[src/rtl/neopixel_pkg.sv]
// rtl/neopixel_pkg.sv - shared types, widths and timing helper for the neopixel receiver
// Purpose: decoder state enum, colour/counter widths and the ns-to-cycles conversion.
// Ports: none (package).
package neopixel_pkg;

    localparam int COLOR_W = 24;
    localparam int CNT_W   = 16;
    localparam int IDX_W   = 5;

    typedef enum logic [2:0] {
        ST_GAP,
        ST_IDLE,
        ST_HIGH,
        ST_LOW,
        ST_PASS
    } state_t;

    // floor(clk_hz * ns / 1e9), done in 64 bits so large products do not overflow
    function automatic int unsigned ns_to_cycles(input longint unsigned clk_hz,
                                                 input longint unsigned ns);
        longint unsigned prod;
        prod = (clk_hz * ns) / 64'd1_000_000_000;
        return 32'(prod);
    endfunction

endpackage

[src/rtl/neopixel_rx_sync_edge.sv]
// rtl/neopixel_rx_sync_edge.sv - two-flop synchronizer with edge detection
// Purpose: brings the asynchronous serial line into the CLK domain and flags its edges.
// Ports:
//   CLK     in  : clock, rising edge
//   reset_n in  : asynchronous active-low reset
//   din     in  : asynchronous serial input
//   level   out : synchronized line level
//   rise    out : one-cycle pulse on a synchronized rising edge
//   fall    out : one-cycle pulse on a synchronized falling edge
module sync_edge (
    input  logic CLK,
    input  logic reset_n,
    input  logic din,
    output logic level,
    output logic rise,
    output logic fall
);

    logic [1:0] r_sync;
    logic       r_prev;

    always_ff @(posedge CLK or negedge reset_n) begin
        if (!reset_n) begin
            r_sync <= 2'b00;
            r_prev <= 1'b0;
        end else begin
            r_sync <= {r_sync[0], din};
            r_prev <= r_sync[1];
        end
    end

    assign level = r_sync[1];
    assign rise  = r_sync[1] & ~r_prev;
    assign fall  = ~r_sync[1] & r_prev;

endmodule

[src/rtl/neopixel_rx.sv]
// rtl/neopixel_rx.sv - WS2812-style one-wire colour word receiver
// Purpose: decodes 24-bit MSB-first words from pulse-width coded one-wire data,
//          detects the latch gap and protocol errors. Optional forwarding of
//          downstream words is enabled with the macro NEOPIXEL_RX_FWD_EN.
// Ports:
//   CLK         in  : clock, rising edge
//   reset_n     in  : asynchronous active-low reset
//   one_wire    in  : serial data, asynchronous to CLK
//   color       out : last complete word, first-received bit in [23]
//   color_valid out : one-cycle pulse when color updates
//   latch       out : one-cycle pulse when a reset gap ends a frame
//   err         out : one-cycle pulse on a protocol error
//   dout        out : daisy-chain output (NEOPIXEL_RX_FWD_EN only)
module neopixel_rx
    import neopixel_pkg::*;
#(
    parameter int unsigned CLK_HZ      = 32_000_000,
    parameter int unsigned T_THRESH_NS = 600,
    parameter int unsigned T_MAXH_NS   = 2000,
    parameter int unsigned T_RESET_NS  = 50000
) (
    input  logic               CLK,
    input  logic               reset_n,
    input  logic               one_wire,
    output logic [COLOR_W-1:0] color,
    output logic               color_valid,
    output logic               latch,
    output logic               err
`ifdef NEOPIXEL_RX_FWD_EN
    ,
    output logic               dout
`endif
);

    localparam logic [CNT_W-1:0] C_THRESH = CNT_W'(ns_to_cycles(64'(CLK_HZ), 64'(T_THRESH_NS)));
    localparam logic [CNT_W-1:0] C_MAXH   = CNT_W'(ns_to_cycles(64'(CLK_HZ), 64'(T_MAXH_NS)));
    localparam logic [CNT_W-1:0] C_RST    = CNT_W'(ns_to_cycles(64'(CLK_HZ), 64'(T_RESET_NS)));
    localparam logic [IDX_W-1:0] C_LAST   = IDX_W'(COLOR_W - 1);
    localparam logic [CNT_W-1:0] C_ONE    = CNT_W'(1);

    logic w_level;
    logic w_rise;
    logic w_fall;

    sync_edge u_sync_edge (
        .CLK     (CLK),
        .reset_n (reset_n),
        .din     (one_wire),
        .level   (w_level),
        .rise    (w_rise),
        .fall    (w_fall)
    );

    state_t               r_state;
    logic [CNT_W-1:0]     r_count;
    logic [IDX_W-1:0]     r_idx;
    logic [COLOR_W-2:0]   r_shift;
    logic [COLOR_W-1:0]   r_color;
    logic                 r_color_valid;
    logic                 r_latch;
    logic                 r_err;
    logic                 r_pend;

    state_t               w_state_nxt;
    logic [CNT_W-1:0]     w_count_nxt;
    logic [IDX_W-1:0]     w_idx_nxt;
    logic [COLOR_W-2:0]   w_shift_nxt;
    logic [COLOR_W-1:0]   w_color_nxt;
    logic                 w_cv_nxt;
    logic                 w_latch_nxt;
    logic                 w_err_nxt;
    logic                 w_pend_nxt;

    logic [CNT_W-1:0]     w_count_inc;
    logic [CNT_W-1:0]     w_low_cnt;
    logic [CNT_W-1:0]     w_gap_cnt;
    logic                 w_gap_done;
    logic                 w_bit;

    // Saturating increment so a line parked low for a long time never wraps.
    assign w_count_inc = (r_count == {CNT_W{1'b1}}) ? r_count : r_count + C_ONE;
    // Consecutive-low counter: restarts whenever the line is high.
    assign w_low_cnt   = w_level ? '0 : w_count_inc;
    // r_count holds the low cycles already elapsed, so the gap completes even
    // if the line rises in this very cycle; that edge is then carried by r_pend.
    assign w_gap_done  = (r_count >= C_RST);
    // When the gap completes on a rising edge, this cycle is the first high one.
    assign w_gap_cnt   = {{(CNT_W-1){1'b0}}, w_rise};
    // r_count equals the number of high cycles seen before the falling edge.
    assign w_bit       = (r_count >= C_THRESH);

    always_ff @(posedge CLK or negedge reset_n) begin
        if (!reset_n) begin
            r_state       <= ST_GAP;
            r_count       <= '0;
            r_idx         <= '0;
            r_shift       <= '0;
            r_color       <= '0;
            r_color_valid <= 1'b0;
            r_latch       <= 1'b0;
            r_err         <= 1'b0;
            r_pend        <= 1'b0;
        end else begin
            r_state       <= w_state_nxt;
            r_count       <= w_count_nxt;
            r_idx         <= w_idx_nxt;
            r_shift       <= w_shift_nxt;
            r_color       <= w_color_nxt;
            r_color_valid <= w_cv_nxt;
            r_latch       <= w_latch_nxt;
            r_err         <= w_err_nxt;
            r_pend        <= w_pend_nxt;
        end
    end

    always_comb begin
        w_state_nxt = r_state;
        w_count_nxt = r_count;
        w_idx_nxt   = r_idx;
        w_shift_nxt = r_shift;
        w_color_nxt = r_color;
        w_cv_nxt    = 1'b0;
        w_latch_nxt = 1'b0;
        w_err_nxt   = 1'b0;
        w_pend_nxt  = 1'b0;

        case (r_state)
            ST_GAP: begin
                if (w_gap_done) begin
                    w_state_nxt = ST_IDLE;
                    w_pend_nxt  = w_rise;
                    w_count_nxt = w_gap_cnt;
                end else begin
                    w_count_nxt = w_low_cnt;
                end
            end

            ST_IDLE: begin
                if (w_rise) begin
                    w_state_nxt = ST_HIGH;
                    w_count_nxt = C_ONE;
                end else if (r_pend) begin
                    // Edge arrived on the gap-completion cycle; one high cycle already counted.
                    w_state_nxt = ST_HIGH;
                    w_count_nxt = w_count_inc;
                end
            end

            ST_HIGH: begin
                if (w_fall) begin
                    w_count_nxt = C_ONE;
                    w_shift_nxt = {r_shift[COLOR_W-3:0], w_bit};
                    if (r_idx == C_LAST) begin
                        w_color_nxt = {r_shift, w_bit};
                        w_cv_nxt    = 1'b1;
                        w_state_nxt = ST_PASS;
                    end else begin
                        w_idx_nxt   = r_idx + IDX_W'(1);
                        w_state_nxt = ST_LOW;
                    end
                end else if (r_count > C_MAXH) begin
                    w_err_nxt   = 1'b1;
                    w_idx_nxt   = '0;
                    w_count_nxt = '0;
                    w_state_nxt = ST_GAP;
                end else begin
                    w_count_nxt = w_count_inc;
                end
            end

            ST_LOW: begin
                if (w_gap_done) begin
                    // A gap inside a word: drop the partial word without latching.
                    w_err_nxt   = (r_idx != '0);
                    w_idx_nxt   = '0;
                    w_pend_nxt  = w_rise;
                    w_count_nxt = w_gap_cnt;
                    w_state_nxt = ST_IDLE;
                end else if (w_rise) begin
                    w_count_nxt = C_ONE;
                    w_state_nxt = ST_HIGH;
                end else begin
                    w_count_nxt = w_count_inc;
                end
            end

            ST_PASS: begin
                if (w_gap_done) begin
                    w_latch_nxt = 1'b1;
                    w_idx_nxt   = '0;
                    w_pend_nxt  = w_rise;
                    w_count_nxt = w_gap_cnt;
                    w_state_nxt = ST_IDLE;
                end else begin
                    w_count_nxt = w_low_cnt;
                end
            end

            default: begin
                w_state_nxt = ST_GAP;
                w_count_nxt = '0;
                w_idx_nxt   = '0;
            end
        endcase
    end

    assign color       = r_color;
    assign color_valid = r_color_valid;
    assign latch       = r_latch;
    assign err         = r_err;

`ifdef NEOPIXEL_RX_FWD_EN
    // Relay the synchronized line only while downstream words are passing.
    assign dout = (r_state == ST_PASS) & w_level;
`endif

endmodule
[config.mk]
export PLATFORM = sky130hd
export DESIGN_NAME = neopixel_rx
export DESIGN_NICKNAME = d
export VERILOG_FILES = /design/src/rtl/neopixel_pkg.sv /design/src/rtl/neopixel_rx_sync_edge.sv /design/src/rtl/neopixel_rx.sv
export SDC_FILE = /design/constraint.sdc
export NUM_CORES = 1
export LEC_CHECK = 0
export BUFFER_PORTS_ARGS = -buffer_cell sky130_fd_sc_hd__buf_2
export CAP_MARGIN = 20
export CORE_ASPECT_RATIO = 0.6
export CORE_MARGIN = 5
export CORE_UTILIZATION = 30
export DETAILED_ROUTE_END_ITERATION = 16
export MAX_ROUTING_LAYER = met4
export SLEW_MARGIN = 20
export SYNTH_ARGS = -nofsm -noshare
export SYNTH_HDL_FRONTEND = slang
export SYNTH_SLANG_ARGS = --single-unit
[constraint.sdc]
create_clock -name CLK -period 2.1 [get_ports CLK]
set_input_delay 0.42 -clock CLK [delete_from_list [all_inputs] [get_ports CLK]]
set_output_delay 0.42 -clock CLK [all_outputs]
set_load 0.005 [all_outputs]
==> summary.md, run 1 <==
| Metric | Value |
|---|---|
| Outcome | `finished, violations left` |
| Failing checks | `setup timing` |
| Slew Viols, Final | `0` |
| CP max FO | `7` |
| Worst path arrival time | `between 2 and 3 ns` |
| Nets | `~490` |
| Crit share post-route | `1.08` |
| Post-synth top area share | `0.535` |
| Worst slew pin tran | `approximately 0.64 ns` |
| Final hold viol count | `0` |
| Mapped Area | `0.00365 mm²` |
| Cell Rows | `31` |
| Peak supply drop | `about 0.33 mV` |
| F_max | `443 MHz` |
| Post-synth EDFFs | `0` |
| Mapped Nets | `just over 400` |
| Final wirelength | `slightly below 9 mm` |
| Crit. End Element | `register` |
| Chip width | `~150 µm` |
| Port bufs | `29` |
| Final worst slack | `-0.159 ns` |
| Starting density of the core | `0.305` |
| Syn Inst Count | `407` |
| Root Buffer | `clkbuf_16` |
| CTS buffer count | `9` |
| Number of diodes | `0` |
| Remaining Overflow, GRT | `0` |
| Area growth, synth to finish | `30.1%` |
| Vias in the first global route | `between 2000 and 3000` |
| Ports | `30` |
| Number of iterations in the first detailed-routing pass | `4` |
| Initial antenna violation count | `0` |
| Reg-to-Reg Start | `r_count[0]$_DFFE_PN0N_` |
| Core Box Area | `0.0120 mm²` |
| Top post-synthesis cells by area | `dfrtp_1, nand2_1, nand3_1, nor3_1, o21ai_0` |
| Vias | `3040` |
| Vias/cell | `about 4.7` |
| Unique masters post-synth | `54` |
| First-pass GRT wire length | `14.5 mm` |
| CTS max path bufs | `2` |
| GRT Overall Usage | `0.127` |
| HPWL Detailed | `a little under 6 mm` |
| Die Span Y | `between 90 and 100 µm` |
| DR WL met2 | `slightly above 4 mm` |
| Clk_lat worst skew | `0.34 ns` |
| YS warnings | `0` |
| DRT iter0 DRCs | `165` |
| Avg Cell Area, Syn | `about 9.0 µm²` |
| Max Cap Violations | `0` |
| Layout Skew | `~0.009 ns` |
| CTS tree | `yes` |
| Drt wl/cell | `13.7 µm` |
| Wl on met1 | `approximately 4.5 mm` |
| Ys flop type | `dfrtp_1` |
| DRT antenna net count | `0` |
| CTS Sinks | `78` |
| Die area | `between 0.01 and 0.015 mm²` |
| FFs w/ async S/R, synth | `1.00` |
| Unrepaired setup endpoints after global routing | `true` |
| Post-synthesis sequential area ratio | `0.535` |
| CP Class | `reg2reg` |
| GP Congestion | `0.876` |
| Largest area contributor in the netlist | `dfrtp_1` |
| Critical path origin | `r_count[0]$_DFFE_PN0N_` |
| Setup-failing EPs final | `23` |
| PwrDens | `between 600 and 700 mW/mm²` |
| Layout Cells excl Fill | `649` |
| Critical Path RT | `approximately 2.3 ns` |
| Leakage | `2.36 nW` |
| CP Launch Type | `register` |
| Max-Slew Margin vs Limit | `0.570` |
| Layout cells sized above 1 | `0.273` |
| Placed Cells | `around 620` |
| H-tree depth | `3` |
| Yosys reg bits | `approximately 80` |
| Top Layer Used | `met4` |
| Top-count cell post-synth | `nand2_1` |
| Metal3 WL | `345 µm` |
| Clock slew at the register clock pins of the worst setup and hold paths | `~0.070 ns` |
| Worst min path class | `in2async` |
| Largest net degree at the start of global routing | `45` |
| # DRC | `0` |
| Leading cell types by count after synthesis | `nand2_1, dfrtp_1, nor2_1, nand3_1` |
| Min Tclk post-route | `between 2 and 2.5 ns` |
| TNS Setup | `-1.94 ns` |
## final timing paths
| check | endpoint | slack, ns | cells past startpoint |
|---|---|---|---|
| worst max-delay path | r_count[7]$_DFFE_PN0N_ | -0.16 | 7 |
| worst min-delay path | r_count[3]$_DFFE_PN0N_ | 0.07 | 1 |
| worst max register to register | r_count[7]$_DFFE_PN0N_ | -0.16 | 7 |
| worst min register to register | u_sync_edge.r_sync[1]$_DFF_PN0_ | 0.36 | 0 |
| max in group asynchronous | r_idx[0]$_DFFE_PN0P_ | 1.37 | 2 |
| min in group CLK | u_sync_edge.r_sync[0]$_DFF_PN0_ | 0.19 | 1 |
## registers in the layout, indices dropped and copies added, names as in the netlist, 2 cells and up
register / flops
r_count: 16
u_sync_edge.r_sync: 2
color: 24
r_shift: 23
r_idx: 5
r_state: 3
## cells by family after synthesis
logic type | Yosys count | synth area share
AND/OR/NAND/NOR | 234 | 0.287
flip-flops | 78 | 0.535
AO/OA/AOI/OAI | 54 | 0.109
buffers and inverters | 32 | 0.0425
multiplexers | 5 | 0.0137
adder cells (fa/ha/maj) | 4 | 0.0137
## worst max-delay path, cell delays in order, from the launching register on
cell,delay (ns)
dfrtp_1,0.39
inv_2,0.08
ha_4,0.12
or4b_4,0.45
o32a_4,0.36
o32ai_4,0.36
nor2_4,0.12
nor4_1,0.28
## per-stage QoR
step           worst slack, ns  instance area [µm²]  power, W  utilization  hold WS (ns)
5_1_grt                 -0.220                 4750   0.00326        0.396         0.133
3_5_place_dp            -0.176                 4250   0.00163        0.355         0.350
3_3_place_gp            -0.114                 4250   0.00162        0.355         0.336
2_1_floorplan          -0.0537                 3650   0.00157            -         0.124
6_report                -0.159                 4750   0.00313        0.396        0.0692
4_1_cts                 -0.141                 4620   0.00316        0.385         0.111
## cells in the final DEF, fill, tap and decap left out, types with 3 or more instances in the layout
cell       instances
a21oi_1            6
a21oi_2            5
a31oi_1            6
buf_2             28
buf_4             48
buf_6              4
clkbuf_16          9
dfrtp_1           78
ha_1               3
inv_1              7
inv_6              3
mux2i_1            5
nand2_1          155
nand3_1           13
nand4_1            7
nor2_1            13
nor3_1             9
nor3_2             4
nor4_1             6
o21ai_0            9
o32ai_1            3
or2_2              3
## power breakdown
group          switching [W]  internal [W]  leakage [nW]
clock               0.000685      0.000824         0.135
combinational      0.0000620     0.0000417          1.15
sequential        0.00000760       0.00151          1.08
## layout make-up
cell class / count / area, µm²
multi-input cells: 298 / 1680
well taps: 165 / 206
repair buffers: 82 / 586
clock inverters: 7 / 61.3
inverters: 10 / 37.5
fillers: 1179 / 7240
clock buffers: 9 / 225
flip-flops and latches: 78 / 1950
## routing by layer
metal | vias up | track usage
met5 | - | -
met4 | 0 | 0.0356
met3 | 8 | 0.0376
met2 | 42 | 0.187
met1 | 1453 | 0.171
li1 | 1537 | -
## timing repair
item                                    4_1_cts  5_1_grt
hold buffers                                  0        0
pin swaps                                     3        9
cloned                                        1        0
setup buffers                                 2        6
resized for setup                            14       21
endpoints found under the setup margin       22       24
No activity file was read; power rests on OpenSTA's default activity.
==> run 2, diff against run 1 <==
--- a/config.mk
+++ b/config.mk
@@ -9,9 +9,10 @@
 export CAP_MARGIN = 20
 export CORE_ASPECT_RATIO = 0.6
 export CORE_MARGIN = 5
-export CORE_UTILIZATION = 30
+export CORE_UTILIZATION = 53
 export DETAILED_ROUTE_END_ITERATION = 16
 export MAX_ROUTING_LAYER = met4
+export PLACE_DENSITY = 0.75
 export SLEW_MARGIN = 20
 export SYNTH_ARGS = -nofsm -noshare
 export SYNTH_HDL_FRONTEND = slang
==> run 2 against run 1 <==
Against the previous run:
- the flow still finishes with violations (setup timing)
- first-iteration DRC count grew 120%
- sequential power about the same
- die area fell by 40%
- register-to-register slack hardly changed
- largest cell class unchanged
==> summary.md, run 2 (synthesis results as in run 1) <==
| Metric | Value |
|---|---|
| Flop pwr share | `0.487` |
| Worst min path class | `in2async` |
| R2R Setup Slk | `-0.17 ns` |
| Setup-failing EPs final | `24` |
| Chip width | `approximately 120 µm` |
| Critical Path RT | `approximately 2.3 ns` |
| Cell Int Power | `about 0.0024 W` |
| Initial antenna violation count | `0` |
| Drt wl/cell | `15.7 µm` |
| Starting density of the core | `0.547` |
| Reg-to-Reg Start | `r_count[0]$_DFFE_PN0N_` |
| Number of diodes | `0` |
| CP Launch Type | `register` |
| Unrepaired setup endpoints after global routing | `true` |
| CTS buffer count | `9` |
| DRT antenna net count | `0` |
| Largest register FFs | `24` |
| GRT Overall Usage | `0.227` |
| CTS Sinks | `78` |
| Final worst slack | `-0.171 ns` |
| CTS max path bufs | `2` |
| Most common cell after layout, fill and taps aside | `nand2_1` |
| Slew Viols, Final | `0` |
| Max-Slew Margin vs Limit | `0.691` |
| CP max FO | `5` |
| Die area | `0.00870 mm²` |
| Most frequent cells in the layout | `nand2_1, dfrtp_1, buf_4` |
| Port bufs | `29` |
| Worst slew pin tran | `between 0.4 and 0.5 ns` |
| Layout cells sized above 1 | `0.263` |
| CTS tree | `yes` |
| Root Buffer | `clkbuf_16` |
| Vias | `between 3000 and 4000` |
| Area growth, synth to finish | `25.6%` |
| GP Congestion | `0.941` |
| Clk_lat worst skew | `about 0.34 ns` |
| Placed cell areas | `just over 0.004 mm²` |
| Cell Rows | `23` |
| Post-route design area | `roughly 0.0046 mm²` |
| DRT iter0 DRCs | `369` |
| HPWL Detailed | `just under 6 mm` |
| Crit share post-route | `1.08` |
| Vias/cell | `between 5 and 6` |
| # DRC | `0` |
| Worst R2R Path Depth | `9` |
| Final wirelength | `8.87 mm` |
| CP Class | `reg2reg` |
| Fill cell count | `514` |
| PwrDens | `679 mW/mm²` |
| Max Cap Violations | `0` |
| Place WS | `-0.155 ns` |
| Ports | `30` |
| Sw power | `0.000670 W` |
| Min Tclk post-route | `2.27 ns` |
| Failing checks | `setup timing` |
| Layout Skew | `between 0.009 and 0.01 ns` |
| Leakage | `between 2 and 2.5 nW` |
| Multi-input logic area | `0.00167 mm²` |
| Nets | `about 480` |
| Worst r2r dst | `r_idx[1]$_DFFE_PN0P_` |
| Crit. End Element | `register` |
| Clock Power Share | `0.483` |
| Clock slew at the register clock pins of the worst setup and hold paths | `0.06 ns` |
| Core Box Area | `between 0.006 and 0.007 mm²` |
| Critical path origin | `r_count[0]$_DFFE_PN0N_` |
| Switching share of power | `0.215` |
| Combinational cell fraction of total power | `0.030` |
| First-pass GRT wire length | `between 10 and 15 mm` |
| Peak supply drop | `0.548 mV` |
| H-tree depth | `3` |
| Die Span Y | `74.3 µm` |
| Worst path arrival time | `between 2 and 2.5 ns` |
| Vias in the first global route | `around 3000` |
| Crit path to | `r_idx[1]$_DFFE_PN0P_` |
| Final hold viol count | `0` |
| Remaining Overflow, GRT | `0` |
| Largest net degree at the start of global routing | `48` |
| Number of iterations in the first detailed-routing pass | `5` |
| CTS Hold Bufs | `0` |
| FF/Latch Area | `0.00195 mm²` |
| F_max | `roughly 440 MHz` |
| Outcome | `finished, violations left` |
## run 2: cell count changes in the layout (fill, tap and decap cells not counted), moves of 2 or more
cell,previous run,this run
a21oi_1,6,8
inv_6,3,0
buf_6,4,1
a21oi_2,5,3
clkbuf_8,0,3
## run 2: how the worst min path moves through the flow
stage | start | to | slack [ns] | cells past startpoint
final | reset_n | r_idx[0]$_DFFE_PN0P_ | 0.02 | 1
after floorplan | reset_n | color[0]$_DFFE_PN0P_ | 0.12 | 0
after detailed placement | u_sync_edge.r_sync[0]$_DFF_PN0_ | u_sync_edge.r_sync[1]$_DFF_PN0_ | 0.34 | 0
after global routing | reset_n | r_idx[0]$_DFFE_PN0P_ | 0.04 | 1
after global placement | u_sync_edge.r_sync[0]$_DFF_PN0_ | u_sync_edge.r_sync[1]$_DFF_PN0_ | 0.35 | 0
after CTS | reset_n | r_idx[0]$_DFFE_PN0P_ | 0.02 | 1
## run 2: layer usage
layer  track usage  share of wire  wire length, µm
met1         0.317           0.47             4170
met2         0.320           0.44             3920
met3        0.0626          0.070              617
met4        0.0776          0.018              160
met5             -              0                0
## run 2: what timing repair did
item,4_1_cts,5_1_grt
setup buffers,3,1
resized for setup,13,15
endpoints found under the setup margin,21,47
gates cloned,1,0
pin swaps,8,5
## run 2: power by group through the flow
stage | clock (W) | sequential, W | combinational (W)
floorplan | 0 | 0.00154 | 0.0000258
global placement | 0 | 0.00154 | 0.0000788
detailed placement | 0 | 0.00154 | 0.0000802
global route | 0.00161 | 0.00152 | 0.000105
finish | 0.00150 | 0.00152 | 0.0000939
CTS | 0.00154 | 0.00152 | 0.0000902
## run 2: per-stage QoR
stage	utilization	setup TNS [ns]	std cells	power, W	hold WS [ns]
after floorplan	-	-0.210	407	0.00157	0.124
after global placement	0.619	-0.318	545	0.00162	0.346
after detailed placement	0.619	-1.09	545	0.00162	0.336
after CTS	0.675	-1.25	565	0.00314	0.0245
after global routing	0.687	-4.64	566	0.00323	0.0434
final	0.687	-2.94	566	0.00312	0.0176
## run 2: critical path, stage by stage (launching register included)
cell and delay, ns:
dfrtp_1 0.40, inv_2 0.07, ha_1 0.15, or4b_4 0.47, o32a_4 0.35, buf_4 0.14
o31ai_2 0.21, buf_4 0.17, nor3_4 0.06, mux2i_1 0.13
## run 2: cell type report
cell class	count	area share
Inverter	10	0.00819
Tap cell	87	0.0237
Clock buffer	12	0.0581
Sequential cell	78	0.426
Multi-Input combinational cell	298	0.363
Clock inverter	4	0.00655
Timing Repair Buffer	77	0.114
